[config.mk]
export PLATFORM = sky130hd
export DESIGN_NAME = hood_mode_ctrl
export DESIGN_NICKNAME = d
export VERILOG_FILES = /design/src/rtl/hood_mode_ctrl.sv
export SDC_FILE = /design/constraint.sdc
export NUM_CORES = 1
export LEC_CHECK = 0
export BUFFER_PORTS_ARGS = -buffer_cell sky130_fd_sc_hd__buf_2
export CORE_ASPECT_RATIO = 1.25
export CORE_UTILIZATION = 50
export CTS_CLUSTER_DIAMETER = 40
export DETAILED_ROUTE_END_ITERATION = 10
export PLACE_DENSITY_LB_ADDON = 0.05
export SLEW_MARGIN = 0
export SYNTH_ARGS = -nofsm -noshare
export SYNTH_HDL_FRONTEND = slang
export SYNTH_SLANG_ARGS = --single-unit
[constraint.sdc]
create_clock -name clk -period 2 [get_ports clk]
set_input_delay 0.3 -clock clk [delete_from_list [all_inputs] [get_ports clk]]
set_output_delay 0.3 -clock clk [all_outputs]
set_load 0.02 [all_outputs]
[src/rtl/hood_mode_ctrl.sv]
// Range-hood mode scheduler: power, fan level, hurricane/drain timing and self-clean ownership.
// Optional self-clean timeout is enabled by defining HOOD_CLEAN_TIMEOUT_EN.
module hood_mode_ctrl #(
  parameter int PWR_HOLD_S      = 3,
  parameter int HURRICANE_S     = 60,
  parameter int DRAIN_S         = 60,
  parameter int CLEAN_TIMEOUT_S = 200,
  parameter int CW              = 8
) (
  input  logic          clk,
  input  logic          rst,
  input  logic          tick_1s,
  input  logic          pwr_btn,
  input  logic          lvl1_req,
  input  logic          lvl2_req,
  input  logic          lvl3_req,
  input  logic          stop_req,
  input  logic          clean_req,
  input  logic          clean_done,
  output logic          is_on,
  output logic [1:0]    fan_level,
  output logic          clean_start,
  output logic          clean_active,
  output logic          hurricane_used,
  output logic [CW-1:0] countdown_s,
  output logic          clean_fault,
  output logic [2:0]    state_o
);

  typedef enum logic [2:0] {
    S_OFF   = 3'd0,
    S_STBY  = 3'd1,
    S_L1    = 3'd2,
    S_L2    = 3'd3,
    S_L3    = 3'd4,
    S_DRAIN = 3'd5,
    S_CLEAN = 3'd6
  } state_t;

  localparam int HW = $clog2(PWR_HOLD_S + 1);

  state_t          state_r;
  state_t          state_nx_s;
  logic            pwr_d_r;
  logic [HW-1:0]   hold_r;
  logic [CW-1:0]   cnt_r;
  logic            hu_r;
  logic            clean_start_r;
  logic            is_on_r;
  logic [1:0]      fan_r;
  logic            ca_r;
  logic [1:0]      fan_nx_s;
  logic            pwr_rise_s;
  logic            poweroff_s;
  logic            lvl3_ok_s;
  logic            tick_one_s;
  logic            entering_s;
  logic            clean_ok_s;
  logic            timeout_s;

  assign pwr_rise_s = pwr_btn & ~pwr_d_r;
  // Fires on the tick that brings the hold count up to PWR_HOLD_S.
  assign poweroff_s = pwr_btn & tick_1s & (hold_r == HW'(PWR_HOLD_S - 1)) & (state_r != S_OFF);
  assign lvl3_ok_s  = lvl3_req & ~hu_r;
  assign tick_one_s = tick_1s & (cnt_r == CW'(1));
  assign entering_s = (state_nx_s != state_r);

`ifdef HOOD_CLEAN_TIMEOUT_EN
  logic fault_r;

  assign clean_ok_s  = ~fault_r;
  assign timeout_s   = tick_1s & (cnt_r == CW'(CLEAN_TIMEOUT_S - 1));
  assign clean_fault = fault_r;

  // Sticky timeout flag, cleared only by reset or power-off.
  always_ff @(posedge clk or posedge rst) begin
    if (rst) begin
      fault_r <= 1'b0;
    end else if (entering_s && state_nx_s == S_OFF) begin
      fault_r <= 1'b0;
    end else if (state_r == S_CLEAN && timeout_s && !clean_done) begin
      fault_r <= 1'b1;
    end else begin
      fault_r <= fault_r;
    end
  end
`else
  assign clean_ok_s  = 1'b1;
  assign timeout_s   = 1'b0;
  assign clean_fault = 1'b0;
`endif

  // Next-state decode with poweroff > stop > lvl3 > lvl2 > lvl1 > clean priority.
  always_comb begin
    state_nx_s = state_r;
    case (state_r)
      S_OFF: begin
        if (pwr_rise_s) state_nx_s = S_STBY;
        else            state_nx_s = S_OFF;
      end
      S_STBY: begin
        if (poweroff_s)                    state_nx_s = S_OFF;
        else if (lvl3_ok_s)                state_nx_s = S_L3;
        else if (lvl2_req)                 state_nx_s = S_L2;
        else if (lvl1_req)                 state_nx_s = S_L1;
        else if (clean_req && clean_ok_s)  state_nx_s = S_CLEAN;
        else                               state_nx_s = S_STBY;
      end
      S_L1, S_L2: begin
        if (poweroff_s)     state_nx_s = S_OFF;
        else if (stop_req)  state_nx_s = S_STBY;
        else if (lvl3_ok_s) state_nx_s = S_L3;
        else if (lvl2_req)  state_nx_s = S_L2;
        else if (lvl1_req)  state_nx_s = S_L1;
        else                state_nx_s = state_r;
      end
      S_L3: begin
        if (poweroff_s)      state_nx_s = S_OFF;
        else if (stop_req)   state_nx_s = S_DRAIN;
        else if (tick_one_s) state_nx_s = S_L2;
        else                 state_nx_s = S_L3;
      end
      S_DRAIN: begin
        if (poweroff_s)      state_nx_s = S_OFF;
        else if (tick_one_s) state_nx_s = S_STBY;
        else                 state_nx_s = S_DRAIN;
      end
      S_CLEAN: begin
        if (clean_done)     state_nx_s = S_STBY;
        else if (timeout_s) state_nx_s = S_STBY;
        else                state_nx_s = S_CLEAN;
      end
      default: state_nx_s = S_OFF;
    endcase
  end

  // Fan speed for the state being entered.
  always_comb begin
    fan_nx_s = 2'd0;
    case (state_nx_s)
      S_L1:          fan_nx_s = 2'd1;
      S_L2:          fan_nx_s = 2'd2;
      S_L3, S_DRAIN: fan_nx_s = 2'd3;
      default:       fan_nx_s = 2'd0;
    endcase
  end

  // State register and power-button edge history.
  always_ff @(posedge clk or posedge rst) begin
    if (rst) begin
      state_r <= S_OFF;
      pwr_d_r <= 1'b0;
    end else begin
      state_r <= state_nx_s;
      pwr_d_r <= pwr_btn;
    end
  end

  // Power-button hold counter; restarts on STBY entry so the power-on press never counts.
  always_ff @(posedge clk or posedge rst) begin
    if (rst) begin
      hold_r <= '0;
    end else if (state_r == S_OFF || !pwr_btn || (entering_s && state_nx_s == S_STBY)) begin
      hold_r <= '0;
    end else if (tick_1s && hold_r != HW'(PWR_HOLD_S)) begin
      hold_r <= hold_r + HW'(1);
    end else begin
      hold_r <= hold_r;
    end
  end

  // Countdown: loaded on entry (transition beats tick), down in L3/DRAIN, up in CLEAN.
  always_ff @(posedge clk or posedge rst) begin
    if (rst) begin
      cnt_r <= '0;
    end else if (entering_s) begin
      case (state_nx_s)
        S_L3:    cnt_r <= CW'(HURRICANE_S);
        S_DRAIN: cnt_r <= CW'(DRAIN_S);
        default: cnt_r <= '0;
      endcase
    end else if (tick_1s) begin
      case (state_r)
        S_L3, S_DRAIN: cnt_r <= cnt_r - CW'(1);
        S_CLEAN:       cnt_r <= (cnt_r == {CW{1'b1}}) ? cnt_r : cnt_r + CW'(1);
        default:       cnt_r <= cnt_r;
      endcase
    end else begin
      cnt_r <= cnt_r;
    end
  end

  // Hurricane-used flag and registered Moore outputs.
  always_ff @(posedge clk or posedge rst) begin
    if (rst) begin
      hu_r          <= 1'b0;
      clean_start_r <= 1'b0;
      is_on_r       <= 1'b0;
      fan_r         <= 2'd0;
      ca_r          <= 1'b0;
    end else begin
      if (entering_s && state_nx_s == S_OFF)     hu_r <= 1'b0;
      else if (entering_s && state_nx_s == S_L3) hu_r <= 1'b1;
      else                                       hu_r <= hu_r;
      clean_start_r <= entering_s && (state_nx_s == S_CLEAN);
      is_on_r       <= (state_nx_s != S_OFF);
      fan_r         <= fan_nx_s;
      ca_r          <= (state_nx_s == S_CLEAN);
    end
  end

  assign is_on          = is_on_r;
  assign fan_level      = fan_r;
  assign clean_start    = clean_start_r;
  assign clean_active   = ca_r;
  assign hurricane_used = hu_r;
  assign countdown_s    = cnt_r;
  assign state_o        = state_r;

endmodule

# After elaboration in Yosys (flattened, before gate mapping)

Index checks and enable logic that the tools add are counted.
Widths: inputs -> output; s select.

Bits of input ports: 10
Register bits after elaboration: 20
Logic and storage cells: 86

Reduce and logical (&&, ||, !) cells: 20
Bitwise operators: 8
Mux-type cells: 28
Equality and inequality tests: 18
Add/sub/neg operators: 3

Operators by type and width:

| operator            | count |
|---|---|
| $mux 3              | 16 |
| $mux 8              | 3 |
| $eq 3x3->1 const B  | 6 |
| $pmux 3 s6          | 1 |
| $pmux 8 s2          | 1 |
| $eq 3x2->1 const B  | 4 |
| $reduce_bool 3->1   | 3 |
| $add 8x1->8 const B | 1 |
| $eq 8x1->1 const B  | 1 |
| $eq 8x8->1 const B  | 1 |
| $sub 8x1->8 const B | 1 |
| $and 1x1->1         | 6 |
| $eq 3x1->1 const B  | 2 |
| $logic_not 3->1     | 2 |
| $mux 6              | 1 |
| $pmux 2 s3          | 1 |
| $reduce_bool 2->1   | 3 |
| $reduce_or 2->1     | 3 |
| $logic_and 1x1->1   | 5 |
| $mux 2              | 2 |
| $mux 1              | 3 |
| $ne 3x3->1          | 1 |
| $ne 3x3->1 const B  | 1 |
| $reduce_and 3->1    | 1 |
| other kinds (6)     | 8 |

# Logic depth before layout (Yosys ltp)

Depth after elaboration: 10
Depth in mapped cells: 10
Gate-level depth less buffers: 9

# Worst setup path after synthesis

OpenSTA, ideal clock, no wires.

Path type: register -> register
Start point: register cnt_r[1], in the netlist countdown_s[1]
End point: register hu_r, in the netlist hurricane_used
Required time: 1872 ps
Period minus slack after synthesis: 2357 ps
Setup time: 128 ps
Cell stages (with the launch flop): 9
Arrival time: 2229 ps
Slack: -357 ps
Cells stage by stage: dfrtp_1 > inv_1 > ha_1 > nor4bb_1 > and2_1 > o311a_1 > a221o_1 > a211oi_1 > mux2_1

Longest elaborated chain between the ends: 9

Ends and longest elaborated chain:

| item                                               | RTL line | source |
|---|---|---|
| start, declared                                    | 46       | `logic [CW-1:0] cnt_r;` |
| start signal, assigned                             | 178      | `S_L3: cnt_r <= CW'(HURRICANE_S);` |
| start signal, assigned                             | 179      | `S_DRAIN: cnt_r <= CW'(DRAIN_S);` |
| start signal, assigned                             | 184      | `S_L3, S_DRAIN: cnt_r <= cnt_r - CW'(1);` |
| $eq 8x1->1 (*)                                     | 65       | `assign tick_one_s = tick_1s & (cnt_r == CW'(1));` |
| $and 1x1->1 (*)                                    | 65       |  |
| $mux 3 (*)                                         | 120      | `else if (tick_one_s) state_nx_s = S_L2;` |
| $mux 3 (*)                                         | 119      | `else if (stop_req) state_nx_s = S_DRAIN;` |
| $mux 3 (*)                                         | 118      | `if (poweroff_s) state_nx_s = S_OFF;` |
| $pmux 3 s6 (*)                                     | 96       | `case (state_r)` |
| via state_nx_s[0]                                  | 43       | `state_t state_nx_s;` |
| $ne 3x3->1, or another cell as far along           | 66       | `assign entering_s = (state_nx_s != state_r);` |
| $logic_and 1x1->1 (on tied branches)               | 202, 203 |  |
| $mux 1 / $reduce_bool 2->1 (equally long branches) | --       |  |
| end signal, assigned                               | 204      | `else hu_r <= hu_r;` |
| end, declared                                      | 47       | `logic hu_r;` |

The timed path passes the listed nets; every way through them passes the cells marked *.
A chain may end at the register's enable or synchronous reset.

# Final worst setup path

Start point: register state_r[1], in the netlist state_o[1]
End point: register hu_r, in the netlist hurricane_used

Longest elaborated chain between the ends: 9

Ends and longest elaborated chain:

| item                                               | RTL line | source |
|---|---|---|
| start, declared                                    | 42       | `state_t state_r;` |
| start signal, assigned                             | 154      | `state_r <= state_nx_s;` |
| $mux 3                                             | 114      | `else if (lvl1_req) state_nx_s = S_L1;` |
| $mux 3                                             | 113      | `else if (lvl2_req) state_nx_s = S_L2;` |
| $mux 3                                             | 112      | `else if (lvl3_ok_s) state_nx_s = S_L3;` |
| $mux 3                                             | 111      | `else if (stop_req) state_nx_s = S_STBY;` |
| $mux 3                                             | 110      | `if (poweroff_s) state_nx_s = S_OFF;` |
| $pmux 3 s6                                         | 96       |  |
| $ne 3x3->1, or another cell as far along           | 66       |  |
| $logic_and 1x1->1 (on tied branches)               | 202, 203 |  |
| $mux 1 / $reduce_bool 2->1 (equally long branches) | --       |  |

Parallel ways exist; a longest one is shown, timed or not.

==> impl_metrics.ini <==
[yosys]
ys.warnings.count = 0
synth_area_leaders = sky130_fd_sc_hd__dfrtp_1 33%, sky130_fd_sc_hd__xnor2_1 5.2%, sky130_fd_sc_hd__nor2_1 5.0%, sky130_fd_sc_hd__ha_1 4.2%, sky130_fd_sc_hd__nand2_1 3.5%
synth_top_family_by_area = simple AND/OR/NAND/NOR gates
most_used_dff_post_synth = sky130_fd_sc_hd__dfrtp_1
post_synth_and_or_nand_nor_area_fraction_pct = 26.0
yosys.area_share.adder_pct = 4.16
mappedNetlistNets = 186
yosys.area.top_type_share_pct = 33.3
number_of_library_cell_types_mapped_by_synthesis = 60
yosys-top-cells-count = 20 x sky130_fd_sc_hd__dfrtp_1, 20 x sky130_fd_sc_hd__nor2_1, 14 x sky130_fd_sc_hd__nand2_1, 10 x sky130_fd_sc_hd__a21oi_1, 10 x sky130_fd_sc_hd__inv_1
synth_xor_area_share_pct = 5.83
synth-compound-area-share_pct = 19.9
post_synth_mux_area_share_pct = 4.41
synth_enable_flop_cells = 0
synth-seq-area-share_pct = 33.3
netlist.top_cell.by_area = sky130_fd_sc_hd__dfrtp_1
synthesis.instances = 171
async_flop_share_pct = 100
syn-mean-instance-area_um2 = 8.79
ys_ff_latch = 20
post_synth_instance_area_um2 = 1500

[finish]
drive_gt1_share_pct = 47.9
fin_cells = 270
design.final.nets = 252
fin_util_pct = 79.1
num_antenna_cells = 0
sequential_cell_area_um2 = 507
syn_to_final_growth_pct = 45.3
fillCellCount = 184
area_taken_by_multi_input_logic_gates_um2 = 1070

[power]
ir_drop_uv = 1450
power.density_cell_area_nw_per_um2 = 1820
power.total_w = 0.00397
total_leakage_power_nw = 1.02

[critical_path]
path_cells = mux2_4 > or4_4 > o221ai_1 > a211o_1 > a211oi_4 > a211oi_2 > mux2_4
crit_path_top_delay_cell = sky130_fd_sc_hd__dfrtp_2
crit_top_cell = sky130_fd_sc_hd__mux2_4
largest_driver_fanout_on_the_critical_path = 4
crit_arrival_ns = 2.44
criticalPathCategory = flop to flop
worst_ep_required_time_ns = 2.21
worstSetupStartpointType = flop
crit_path_end_kind = flop
largest_stage_delay_on_the_critical_path_ns = 0.45

[clocking]
clock_latency_ns = 0.31
cts_root_buffer = sky130_fd_sc_hd__clkbuf_4
worst_setup_hold_path_clk_slew_ns = 0.12
clock_tree.buffer_depth = 2
cts.sinks = 20
cts-htree-levels = 1
cts_tree = done
numCtsBuffers = 3

[floorplan]
design.core.area_um2 = 2760
die_width_um = 51.0
pin_count = 28
chipHeight_um = 63.3
start_util_pct = 54.5
num_rows = 21
die_area_um2 = 3230

[global_route]
wire_length_of_the_first_global_routing_pass_mm = 6.83
global_route.usage.total_pct = 27.9
grt_max_degree = 21
antenna_found_initial = 0
overflow = 0
grt_pass1_vias = 1519

[timing]
finalSetupTns_ns = -2.47
layout_setup_ws_ns = -0.226
report.final.hold_viol_count = 0
hold_ws_ns = 0.118
post-route-period-util_pct = 111
relSlewSlack_pct = 46.8
maxClockFrequency_mhz = 449
worst_setup_skew_after_layout_ns = 0.00714
finalWorstPathRequiredPeriod_ns = 2.23
timing_worst_slew_pin_value_ns = 0.797
report.final.setup_viol = 15
slew_violations = 0
setup_repair_after_global_routing_missed_its_margin = yes

[routing]
antenna_left = 0
average_vias_per_placed_instance = 5.64
drt_iter0_markers = 70
post_drt_wl_per_cell_um = 15.1
drc_errors = 0
totalWireLength_mm = 4.09
vias = 1522
drt-pass1-iter-count = 4

[placement]
dp_cells = 261
buffer_ports.inserted = 26
gpl.final_weighted_congestion = 0.934
hpwlAfterDp_mm = 2.97

[min_path]
min_path_type = input port to asynchronous set/reset pin

[outcome]
failing_checks = setup timing
run_status = finished, violations left

[job]
drv.max_cap_violation_count = 0
## flip-flops by register name, summed over array words and instances, names as in the netlist
register and count:
state_o 3, pwr_d_r 1, fan_level 2, is_on 1, clean_start 1, hold_r 2, clean_active 1, countdown_s 8
hurricane_used 1
## worst paths after layout
path / start / endpoint / slack [ns] / depth (start not counted)
setup reg to reg: state_o[1] / hurricane_used / -0.23 / 7
setup / recovery: state_o[1] / hurricane_used / -0.23 / 7
hold / removal: rst / hold_r[0] / 0.12 / 2
hold reg to reg: hold_r[1] / hold_r[1] / 0.67 / 4
min in group clk: pwr_btn / pwr_d_r / 0.20 / 2
max in group asynchronous: rst / state_o[0] / 1.33 / 2
## per-layer routing
metal  share of wire, %  vias to the layer above  track usage (%)
met5                  0                        -                0
met3                3.1                        9             2.66
li1                   -                      741                -
met1                 40                      731             30.7
met4                2.0                        0             8.33
met2                 55                       41             53.8
## worst max-delay path: cells and delay by family (launching register included)
family,cells,cell delay [ns]
muxes,2,0.62
DFF,1,0.45
AOI/OAI and AO/OA,4,0.60
and+or+nand+nor,1,0.45
## report_power, final
group          switching, W  internal [W]  total, W  leakage (nW)
clock              0.000136      0.000203  0.000338        0.0279
combinational       0.00155       0.00138   0.00292         0.739
sequential         0.000134      0.000580  0.000714         0.250
## cell type report
cell class	instances	area share (%)
repair buffers	70	21.6
flip-flops and latches	20	23.2
clock buffers	3	1.03
inverters	10	1.72
multi-input cells	132	49.1
well taps	34	1.95
clock inverters	1	1.38
## kinds of logic (layout without fill, tap and decap cells)
kind of cell,count (synthesis),after routing
AO/OA/AOI/OAI,37,37
multiplexers,6,6
adder cells (fa/ha/maj),5,5
other,1,1
AND/OR/NAND/NOR,72,73
flip-flops,20,20
buffers and inverters,20,84
XOR/XNOR,10,10
## placed cells by master, fill, tap and decap left out, types with 2 or more instances in the layout
cell                        instances
sky130_fd_sc_hd__nor2_2             5
sky130_fd_sc_hd__nor3b_1            2
sky130_fd_sc_hd__buf_6              3
sky130_fd_sc_hd__nor2b_1            3
sky130_fd_sc_hd__nand4_1            5
sky130_fd_sc_hd__a2bb2oi_1          2
sky130_fd_sc_hd__o21ai_0            4
sky130_fd_sc_hd__clkbuf_4           3
sky130_fd_sc_hd__nand2_1           14
sky130_fd_sc_hd__a21oi_2            3
sky130_fd_sc_hd__mux2_4             2
sky130_fd_sc_hd__dfrtp_2            5
sky130_fd_sc_hd__inv_1              9
sky130_fd_sc_hd__nand3_1            4
sky130_fd_sc_hd__nor2_1            15
sky130_fd_sc_hd__or3_1              4
sky130_fd_sc_hd__buf_4             41
sky130_fd_sc_hd__ha_1               4
sky130_fd_sc_hd__buf_2             26
sky130_fd_sc_hd__mux2i_1            4
sky130_fd_sc_hd__a21oi_1            7
sky130_fd_sc_hd__dfrtp_1           15
sky130_fd_sc_hd__xnor2_1            9
## metrics by stage
step | instance area [µm²] | setup WS (ns)
after CTS | 2110 | -0.217
after global placement | 1970 | -0.156
final | 2180 | -0.226
after floorplan | 1560 | -0.180
after detailed placement | 1970 | -0.203
after global routing | 2180 | -0.298
## what timing repair did
action,4_1_cts,5_1_grt
buffers inserted,3,1
endpoints found under the hold margin,0,0
gates cloned,1,0
gates resized for setup,13,13
hold buffers,0,0
endpoints found under the setup margin,15,17
pin swaps,9,3
Note: power is estimated with default switching activity, not from simulation.
